===== config.mk =====
export PLATFORM = sky130hd
export DESIGN_NAME = xylo_key_encoder
export DESIGN_NICKNAME = d
export VERILOG_FILES = /design/src/rtl/xylo_key_encoder.sv
export SDC_FILE = /design/constraint.sdc
export NUM_CORES = 1
export LEC_CHECK = 0
export ABC_AREA = 0
export BUFFER_PORTS_ARGS = -buffer_cell sky130_fd_sc_hd__buf_2
export CAP_MARGIN = 20
export CORE_MARGIN = 5
export CORE_UTILIZATION = 50
export DETAILED_ROUTE_END_ITERATION = 16
export HOLD_SLACK_MARGIN = 0.05
export PLACE_DENSITY_LB_ADDON = 0.1
export SYNTH_ARGS = -nofsm -noshare
export SYNTH_HDL_FRONTEND = slang
export SYNTH_SLANG_ARGS = --single-unit

===== constraint.sdc =====
create_clock -name clk -period 5 [get_ports clk]
set_input_delay 0.5 -clock clk [delete_from_list [all_inputs] [get_ports clk]]
set_output_delay 0.5 -clock clk [all_outputs]
set_load 0.005 [all_outputs]

===== src/rtl/xylo_key_encoder.sv =====
// Key front end for the note display: synchronise and debounce 8 xylophone contacts, then
// priority-encode each new press into the note code {a,b,c,d}, holding it after release.
module xylo_key_encoder #(
    parameter int unsigned DEBOUNCE_CYCLES = 16,
    parameter int unsigned HOLD_CYCLES     = 1000
) (
    input  logic       clk,
    input  logic       rst_n,
    input  logic [7:0] key,
    output logic       a,
    output logic       b,
    output logic       c,
    output logic       d,
    output logic       note_valid,
    output logic       note_strobe
);

    localparam int unsigned DbW   = (DEBOUNCE_CYCLES > 1) ? $clog2(DEBOUNCE_CYCLES) : 1;
    localparam int unsigned HoldW = (HOLD_CYCLES > 1) ? $clog2(HOLD_CYCLES) : 1;
    localparam logic [DbW-1:0]   DbLast   = DbW'(DEBOUNCE_CYCLES - 1);
    localparam logic [HoldW-1:0] HoldLoad = HoldW'(HOLD_CYCLES - 1);

    typedef enum logic [1:0] {
        StIdle,
        StShow,
        StHold
    } state_e;

    logic [7:0]       sync1_q, sync_q;
    logic [7:0]       cand_q, cand_d;
    logic [7:0]       stable_q, stable_d;
    logic [7:0]       prev_q, prev_d;
    logic [7:0]       new_press;
    logic             primed_q, primed_d;
    logic [DbW-1:0]   db_cnt_q, db_cnt_d;
    logic             press_q, press_d;
    logic [3:0]       press_code_q, press_code_d;
    state_e           state_q, state_d;
    logic [HoldW-1:0] hold_cnt_q, hold_cnt_d;
    logic [3:0]       code_q, code_d;
    logic             valid_q, valid_d;
    logic             strobe_q, strobe_d;

    always_ff @(posedge clk or negedge rst_n) begin
        if (!rst_n) begin
            sync1_q      <= '0;
            sync_q       <= '0;
            cand_q       <= '0;
            stable_q     <= '0;
            prev_q       <= '0;
            primed_q     <= 1'b0;
            db_cnt_q     <= '0;
            press_q      <= 1'b0;
            press_code_q <= '0;
            state_q      <= StIdle;
            hold_cnt_q   <= '0;
            code_q       <= '0;
            valid_q      <= 1'b0;
            strobe_q     <= 1'b0;
        end else begin
            sync1_q      <= key;
            sync_q       <= sync1_q;
            cand_q       <= cand_d;
            stable_q     <= stable_d;
            prev_q       <= prev_d;
            primed_q     <= primed_d;
            db_cnt_q     <= db_cnt_d;
            press_q      <= press_d;
            press_code_q <= press_code_d;
            state_q      <= state_d;
            hold_cnt_q   <= hold_cnt_d;
            code_q       <= code_d;
            valid_q      <= valid_d;
            strobe_q     <= strobe_d;
        end
    end

    // One counter debounces the whole vector; any bit change restarts it.
    always_comb begin
        cand_d   = cand_q;
        db_cnt_d = db_cnt_q;
        stable_d = stable_q;
        prev_d   = stable_q;
        primed_d = primed_q;
        if (sync_q != cand_q) begin
            cand_d   = sync_q;
            db_cnt_d = '0;
        end else if (db_cnt_q == DbLast) begin
            stable_d = cand_q;
            // First settled vector after reset is taken as the baseline, so keys
            // held through reset never count as presses.
            if (!primed_q) begin
                primed_d = 1'b1;
                prev_d   = cand_q;
            end
        end else begin
            db_cnt_d = db_cnt_q + 1'b1;
        end
    end

    // Lowest-index new press wins; registered before the display FSM.
    always_comb begin
        new_press    = stable_q & ~prev_q;
        press_d      = |new_press;
        press_code_d = 4'd0;
        for (int i = 7; i >= 0; i--) begin
            if (new_press[i]) begin
                press_code_d = 4'(i + 2);
            end
        end
    end

    always_comb begin
        state_d    = state_q;
        hold_cnt_d = hold_cnt_q;
        code_d     = code_q;
        valid_d    = valid_q;
        strobe_d   = 1'b0;
        if (press_q) begin
            state_d  = StShow;
            code_d   = press_code_q;
            valid_d  = 1'b1;
            strobe_d = 1'b1;
        end else begin
            unique case (state_q)
                StIdle: begin
                    code_d  = 4'd0;
                    valid_d = 1'b0;
                end
                StShow: begin
                    if (stable_q == '0) begin
                        state_d    = StHold;
                        hold_cnt_d = HoldLoad;
                    end
                end
                StHold: begin
                    if (hold_cnt_q == '0) begin
                        state_d = StIdle;
                        code_d  = 4'd0;
                        valid_d = 1'b0;
                    end else begin
                        hold_cnt_d = hold_cnt_q - 1'b1;
                    end
                end
                default: begin
                    state_d = StIdle;
                    code_d  = 4'd0;
                    valid_d = 1'b0;
                end
            endcase
        end
    end

    assign {a, b, c, d} = code_q;
    assign note_valid   = valid_q;
    assign note_strobe  = strobe_q;

endmodule


==> impl_metrics.toml, run 1 <==
[cells_and_area]
drive_above_1_share_pct = 24.02
instances_no_fill = 299
diodes = 0
area_growth_pct = 13.00
nNetsFinal = 236
finalInstanceArea_sq_um = 3012

[placement]
globalplace.congestion = 0.8259
post-place-cells = 283
placed_area_sq_um = 2786
dp_slack_ps = 2910
dpl.hpwl_mm = 2.755
portBuffers = 15

[global_routing]
grt_usage_pct = 13.09
grt_pass1_vias = 1614
grt_max_degree = 69
grt_pass1_wl_mm = 7.238
grt_overflow_total = 0
antenna_found_initial = 0

[die]
dieArea_sq_um = 6890
die_h_microns = 83.01
initial_utilization_pct = 51.85
rows = 26
fp.dieW_microns = 83.01
core-area_sq_um = 5140
io_pins = 16

[sta]
setup_viol = 0
slew_headroom_pct = 46.17
fin_ws_ps = 2907
grt_setup_unrepaired = "no"
tightest_slew_ps = 807.4
fin_crit_ps = 2093
finClkSkew_ps = 8.595
hold_viol = 0
fin_crit_sh_pct = 41.86
tns_ps = 0
maxSlewViolCount = 0
fmax_mhz = 477.8
holdWs_ps = 262.4

[logic_synthesis]
synth_nets = 220
syn_area_sq_um = 2665
async_reset_ff_share_pct = 100.0
seq_area_frac_synth_pct = 63.85
ys_warn_count = 0
syn_inst = 208
ys_types = 37
syn_avg_cell_area_sq_um = 12.81
synth_edf_count = 0
ys_seq_elements = 68
synth-main-ff-cell = "dfrtp_1"

[clock_network]
clock-sinks = 68
numCtsBuffers = 9
cts-resized-gates = 0
cts_setup_buffers = 0
clk_pin_slew_ps = 70
clk-insertion-delay-late_ps = 340
htree_levels = 3
cts_tree = "built"
root_buffer = "clkbuf_8"
ctsHoldBuffers = 0
clockBufferDepth = 2

[power]
power_density_nw_per_um2 = 359.5
peakVddDrop_v = 0.0002472
power.leakage_nw = 1.515

[setup_path]
cp-start-kind = "flip-flop"
slowest_delay_ps = 520
crit_path_end_kind = "flip-flop"
cpMaxStageDelayCell = "or4b_1"
worstPathCellList = "inv_1 -> ha_1 -> or4b_1 -> o311ai_4 -> a211oi_1 -> xnor2_1 -> nand2_1"
crit_fanout = 7
crit_required_ps = 5210
critical-path-top-delay-family = "simple AND/OR/NAND/NOR gates"
path_class = "flip-flop to flip-flop"
arrival_ps = 2310
critPathBufInv = 1

[drt]
route.detailed.drc = 0
wl_mm = 3.956
avgRoutedWirePerCell_microns = 13.23
routed-wl-met2_mm = 1.940
via_count = 1528
vias_per_cell = 5.110
dr.pass1.iters = 4
top_layer = "met4"
ant_nets = 0
drt_iter0_drc = 60
dr_wl_met3_microns = 192
wl_met1_mm = 1.745

[job]
maxCapViolCount = 0

[hold_path]
holdCritPathClass = "input port to flip-flop"

[outcome]
status = "complete, no violations"
-- flip-flops by register name, indices dropped and copies added, names as in the netlist --
| register | count |
|---|---|
| cand_q | 8 |
| code_q | 4 |
| db_cnt_q | 4 |
| hold_cnt_q | 10 |
| note_strobe | 1 |
| note_valid | 1 |
| press_code_q | 4 |
| press_q | 1 |
| prev_q | 8 |
| primed_q | 1 |
| stable_q | 8 |
| state_q | 2 |
| sync1_q | 8 |
| sync_q | 8 |
-- cells in the final DEF (no fill, tap or decap), types with 6 or more instances in the layout --
master	n
dfrtp_1	68
mux2_2	16
buf_2	15
nor2_1	12
nand2_1	12
nor3_1	10
clkbuf_8	10
xor2_1	9
nand3_1	8
nor2b_1	6
-- synthesized netlist by cell type, types with 2 or more instances --
cell,number,area (sq um)
nor3b_1,2,15.01
nand2b_1,5,31.28
nor4_1,2,12.51
a211oi_1,3,22.52
nand2_1,12,45.04
dfrtp_1,68,1702
a22o_1,4,35.03
a21o_1,2,15.01
nor2b_1,6,37.54
inv_1,5,18.77
xnor2_1,4,35.03
o21ai_0,5,25.02
xor2_1,9,78.83
a21oi_1,5,25.02
ha_1,2,25.02
clkbuf_1,10,37.54
nor2_1,12,45.04
a31oi_1,2,12.51
mux2_2,16,180.2
nor3_1,10,50.05
nand3_1,8,40.04
-- worst paths after layout --
path                               start             to  slack (ps)  depth (start not counted)
min reg2reg                   sync1_q[1]      sync_q[1]         350                          0
min                               key[3]     sync1_q[3]         260                          1
min in group asynchronous          rst_n      code_q[3]         330                          2
max                        hold_cnt_q[0]  hold_cnt_q[5]        2910                          7
max reg2reg                hold_cnt_q[0]  hold_cnt_q[5]        2910                          7
max in group asynchronous          rst_n    db_cnt_q[3]        4130                          2
-- layer usage --
| metal | GRT usage, % | up-vias |
|---|---|---|
| met5 | 0 | - |
| met4 | 6.092 | 0 |
| met3 | 4.752 | 9 |
| met2 | 20.41 | 26 |
| met1 | 16.24 | 746 |
| li1 | - | 747 |
-- cell families after synthesis --
family | Yosys count | share of synthesized area, %
xor gates and xnor gates | 13 | 4.272
AOI/OAI and AO/OA | 27 | 7.558
adders and majority gates | 2 | 0.9388
DFF | 68 | 63.85
buffers and inverters | 16 | 2.535
and+or+nand+nor | 65 | 13.71
muxes | 17 | 7.136
-- power by group --
| group | leakage [nW] | internal (mW) | switching, mW |
|---|---|---|---|
| clock | 0.105 | 0.293 | 0.202 |
| combinational | 0.516 | 0.00644 | 0.0156 |
| sequential | 0.895 | 0.560 | 0.00604 |
| total | 1.52 | 0.859 | 0.223 |
-- layout make-up --
| class | instances | area, sq um |
|---|---|---|
| clock buffers | 10 | 137.6 |
| fillers | 444 | 2128 |
| well taps | 70 | 87.58 |
| clock inverters | 6 | 87.58 |
| repair buffers | 16 | 82.58 |
| flip-flops and latches | 68 | 1702 |
| inverters | 5 | 18.77 |
| multi-input cells | 124 | 895.9 |
-- through the flow --
stage	power, mW	utilization [%]
floorplan	0.5840	-
global placement	0.5988	54.21
detailed placement	0.6000	54.21
CTS	1.100	58.59
global route	1.125	58.59
finish	1.083	58.59
No activity file was read; power rests on OpenSTA's default activity.
==> run 2: changes to the inputs <==
--- a/config.mk
+++ b/config.mk
@@ -5,7 +5,7 @@
 export SDC_FILE = /design/constraint.sdc
 export NUM_CORES = 1
 export LEC_CHECK = 0
-export ABC_AREA = 0
+export ABC_AREA = 1
 export BUFFER_PORTS_ARGS = -buffer_cell sky130_fd_sc_hd__buf_2
 export CAP_MARGIN = 20
 export CORE_MARGIN = 5
==> constraint.sdc (replaced) <==
create_clock -name clk -period 1.91 [get_ports clk]
set_input_delay 0.191 -clock clk [delete_from_list [all_inputs] [get_ports clk]]
set_output_delay 0.191 -clock clk [all_outputs]
set_load 0.005 [all_outputs]
==> impl_metrics.toml, run 2 <==
[logic_synthesis]
syn_inst = 402
ys_warn_count = 0
synth_nets = 414
synth_common_cells = "nand2_1 (161), dfrtp_1 (68), inv_1 (44)"
synth-main-ff-cell = "dfrtp_1"
ys_types = 32
synth_top_cell_area_share_pct = 53.00
synth_edf_count = 0
syn_avg_cell_area_sq_um = 7.987
yosysMostFrequentCell = "nand2_1"
yosys.area.top_type = "dfrtp_1"
ys_seq_elements = 68
synth_area_leaders = "dfrtp_1 (53%), nand2_1 (19%), inv_1 (5.1%)"
seq_area_frac_synth_pct = 53.00
syn_area_sq_um = 3211
async_reset_ff_share_pct = 100.0

[drt]
route.detailed.drc = 0
top_layer = "met4"
wl_mm = 5.495
wl_met1_mm = 2.545
drt_iter0_drc = 94
avgRoutedWirePerCell_microns = 10.86
dr.pass1.iters = 4
vias_per_cell = 4.670
routed-wl-met2_mm = 2.578
ant_nets = 0
via_count = 2363
dr_wl_met3_microns = 268

[power]
p_int_mw = 2.041
pwr-share-clk_pct = 39.1
p_comb_share_pct = 4.2
sw_frac_of_total_pct = 22.07
peakVddDrop_v = 0.0005256
power_density_nw_per_um2 = 730.5
power_switching_mw = 0.5778
power.leakage_nw = 2.012
seq_power_share_pct = 56.6

[die]
core-area_sq_um = 6314
initial_utilization_pct = 50.85
fp.dieW_microns = 90.13
dieArea_sq_um = 8123
die_h_microns = 90.13
io_pins = 16
rows = 29

[setup_path]
crit_fanout = 11
critPathBufInv = 1
worstPathCellList = "inv_1 -> ha_1 -> nand2_2 -> nor2_2 -> nand2_1 -> nand2_2 -> nand2_2 -> nand2_2 -> nand2_1"
worst-path-stages = 9
cp_common_cell = "nand2_2"
cp-start-kind = "flip-flop"
slowest_delay_ps = 380
path_class = "flip-flop to flip-flop"
r2r_cells = 9
crit_path_end_kind = "flip-flop"
arrival_ps = 1900
critical-path-top-delay-family = "simple AND/OR/NAND/NOR gates"
crit_required_ps = 2140
cpMaxStageDelayCell = "dfrtp_1"

[global_routing]
grt_pass1_vias = 2227
grt_max_degree = 69
antenna_found_initial = 0
grt_pass1_wl_mm = 9.887
grt_overflow_total = 0
grt_usage_pct = 14.86

[cells_and_area]
final_common_cell = "nand2_1"
area_growth_pct = 11.65
diodes = 0
most-common-layout-cells = "nand2_1 (161), dfrtp_1 (68), inv_1 (44)"
drive_above_1_share_pct = 13.29
finalInstanceArea_sq_um = 3585
largest-register = "hold_cnt_q"
nNetsFinal = 437
largest_reg_flops = 10

[placement]
dpl.hpwl_mm = 3.702
globalplace.congestion = 0.8848
portBuffers = 15
dp_slack_ps = 239.2
placed_area_sq_um = 3326

[clock_network]
root_buffer = "clkbuf_8"
clock-sinks = 68
clk_pin_slew_ps = 70
htree_levels = 3
clockBufferDepth = 2
numCtsBuffers = 9
clk-insertion-delay-late_ps = 330
cts_tree = "built"
cts-resized-gates = 0
ctsHoldBuffers = 9
cts_setup_buffers = 0

[sta]
hold_viol = 0
tightest_slew_ps = 452.7
grt_setup_unrepaired = "no"
setup_viol = 0
fin_crit_sh_pct = 87.32
maxSlewViolCount = 0
slew_headroom_pct = 69.82
finClkSkew_ps = 5.121
tns_ps = 0
fmax_mhz = 599.6
fin_ws_ps = 242.2
fin_crit_ps = 1668

[job]
maxCapViolCount = 0

[hold_path]
min_path_cells = 0
holdCritPathClass = "flip-flop to flip-flop"

[outcome]
status = "complete, no violations"
==> run 2: power by group through the flow <==
| stage | registers (mW) | clock network, mW | logic (mW) |
|---|---|---|---|
| after floorplan | 1.51 | 0 | 0.0539 |
| after global placement | 1.51 | 0 | 0.0988 |
| after detailed placement | 1.51 | 0 | 0.100 |
| after CTS | 1.48 | 1.08 | 0.114 |
| after global routing | 1.49 | 1.14 | 0.128 |
| final | 1.48 | 1.02 | 0.111 |
==> run 2: cell type report <==
cell class	instances	area (sq um)
fillers	598	2729
clock inverters	2	10.01
multi-input cells	272	1241
well taps	77	96.34
flip-flops and latches	68	1702
clock buffers	13	158.9
inverters	47	176.4
repair buffers	27	200.2
==> run 2: worst paths after layout <==
kind                               startpoint       endpoint  slack [ps]
max in group asynchronous               rst_n      sync_q[2]        1220
min in group asynchronous               rst_n    db_cnt_q[2]         400
worst min register to register     sync1_q[3]      sync_q[3]         350
worst min-delay path               sync1_q[3]      sync_q[3]         350
worst max-delay path            hold_cnt_q[0]  hold_cnt_q[7]         240
worst max register to register  hold_cnt_q[0]  hold_cnt_q[7]         240
==> run 2: per-stage QoR <==
step	std cells	power (mW)	hold WS (ps)	util, %
5_1_grt	506	2.756	356.3	56.78
3_5_place_dp	482	1.611	241.4	52.68
6_report	506	2.619	350.4	56.78
3_3_place_gp	482	1.608	241.0	52.68
2_1_floorplan	402	1.561	-104.6	-
4_1_cts	506	2.678	353.3	56.78
==> run 2: routing by layer <==
metal | up-vias | GRT usage, %
li1 | 1272 | -
met1 | 1036 | 18.52
met2 | 45 | 23.72
met3 | 10 | 4.341
met4 | 0 | 6.948
met5 | - | 0
==> run 2: cell families after synthesis <==
kind of cell / synth area share [%]
simple gates: 33.01
fa+ha+maj: 0.7793
compound gates: 3.780
buf+inv: 8.340
flops: 53.00
xor+xnor: 1.091
==> run 3: changes to the inputs <==
--- a/config.mk
+++ b/config.mk
@@ -9,7 +9,7 @@
 export BUFFER_PORTS_ARGS = -buffer_cell sky130_fd_sc_hd__buf_2
 export CAP_MARGIN = 20
 export CORE_MARGIN = 5
-export CORE_UTILIZATION = 50
+export CORE_UTILIZATION = 55
 export DETAILED_ROUTE_END_ITERATION = 16
 export HOLD_SLACK_MARGIN = 0.05
 export PLACE_DENSITY_LB_ADDON = 0.1
==> impl_metrics.toml, run 3 (same netlist as run 2, synthesis figures left out) <==
[setup_path]
arrival_ps = 1840
critPathBufInv = 1
crit_required_ps = 2140
slowest_delay_ps = 380
reg2reg_from = "hold_cnt_q[0]"
path_class = "flip-flop to flip-flop"
worstPathCellList = "inv_1 -> ha_1 -> nand2_2 -> nor2_2 -> nand2_1 -> nand2_2 -> nand2_2 -> nand2_1 -> nand2_1"
cp-start-kind = "flip-flop"
cpMaxStageDelayCell = "dfrtp_1"
worstSetupStartpoint = "hold_cnt_q[0]"
crit_path_end_kind = "flip-flop"
crit_fanout = 11
critical-path-top-delay-family = "simple AND/OR/NAND/NOR gates"

[hold_path]
holdCritPathClass = "input port to async pin"

[drt]
ant_nets = 0
via_count = 2415
wl_mm = 5.578
drt_iter0_drc = 92
dr.pass1.iters = 4
route.detailed.drc = 0
vias_per_cell = 4.801
avgRoutedWirePerCell_microns = 11.09

[sta]
setup_viol = 0
fin_ws_ps = 299.7
tightest_slew_ps = 428.8
maxSlewViolCount = 0
fin_crit_sh_pct = 84.31
slew_headroom_pct = 71.41
hold_viol = 0
fmax_mhz = 621.0
fin_crit_ps = 1610
finClkSkew_ps = 8.383
grt_setup_unrepaired = "no"
holdWs_ps = 253.6
tns_ps = 0

[placement]
placed_area_sq_um = 3327
dpl.hpwl_mm = 3.871
globalplace.congestion = 0.8144
portBuffers = 15
dp_slack_ps = 301.8

[clock_network]
cts_tree = "built"
ctsHoldBuffers = 9
htree_levels = 3
clk_pin_slew_ps = 70
clockBufferDepth = 2
numCtsBuffers = 9
clock-sinks = 68
cts-resized-gates = 0
cts_setup_buffers = 0
clk-insertion-delay-late_ps = 340
root_buffer = "clkbuf_8"

[cells_and_area]
most-common-layout-cells = "nand2_1 (161), dfrtp_1 (68), inv_1 (44)"
multi_input_area_sq_um = 1241
finalInstanceArea_sq_um = 3598
fillers = 504
final_util_pct = 64.56
diodes = 0
largest_reg_flops = 10
regArea_sq_um = 1702
area_growth_pct = 12.08
largest-register = "hold_cnt_q"
nNetsFinal = 438
final_common_cell = "nand2_1"
drive_above_1_share_pct = 13.46

[die]
io_pins = 16
fp.dieW_microns = 86.40
die_h_microns = 86.40
rows = 27
core-area_sq_um = 5574
initial_utilization_pct = 57.60
dieArea_sq_um = 7465

[global_routing]
antenna_found_initial = 0
grt_pass1_vias = 2315
grt_overflow_total = 0
grt_usage_pct = 17.40
grt_pass1_wl_mm = 10.17
grt_max_degree = 42

[power]
power.leakage_nw = 2.021
peakVddDrop_v = 0.0005785
power_density_nw_per_um2 = 746.7

[job]
maxCapViolCount = 0

[outcome]
status = "complete, no violations"
==> run 3: path summary, 6_finish.rpt <==
| kind | slack [ps] | cells past startpoint | to |
|---|---|---|---|
| max | 300 | 9 | hold_cnt_q[0] |
| min reg2reg | 350 | 0 | sync_q[1] |
| max in group asynchronous | 1120 | 3 | db_cnt_q[1] |
| max reg2reg | 300 | 9 | hold_cnt_q[0] |
| min | 250 | 2 | code_q[1] |
| min in group clk | 350 | 0 | sync_q[1] |
==> run 3: report_power, final <==
group	leakage, nW	switching, mW	total, mW	internal [mW]
registers	0.895	0.0174	1.48	1.47
clock network	0.0937	0.514	1.09	0.578
logic	1.03	0.0680	0.112	0.0441
==> run 3: area by class of cell <==
cell class | count | area share (%)
clock inverters | 1 | 0.1391
clock buffers | 15 | 4.903
repair buffers | 28 | 5.772
multi-input cells | 272 | 34.49
flip-flops and latches | 68 | 47.29
well taps | 72 | 2.503
inverters | 47 | 4.903
==> run 3: layer usage <==
layer  share of wire [%]  up-vias  global-route usage, %
li1                    -     1269                      -
met1                  46     1103                  21.17
met2                  48       32                  28.65
met3                 3.7       11                  4.278
met4                 2.3        0                  8.924
met5                   0        -                      0
==> run 3: metrics by stage <==
stage	cells	power, mW
4_1_cts	503	2.718
6_report	503	2.687
3_5_place_dp	478	1.612
5_1_grt	503	2.814
2_1_floorplan	402	1.561
3_3_place_gp	478	1.609
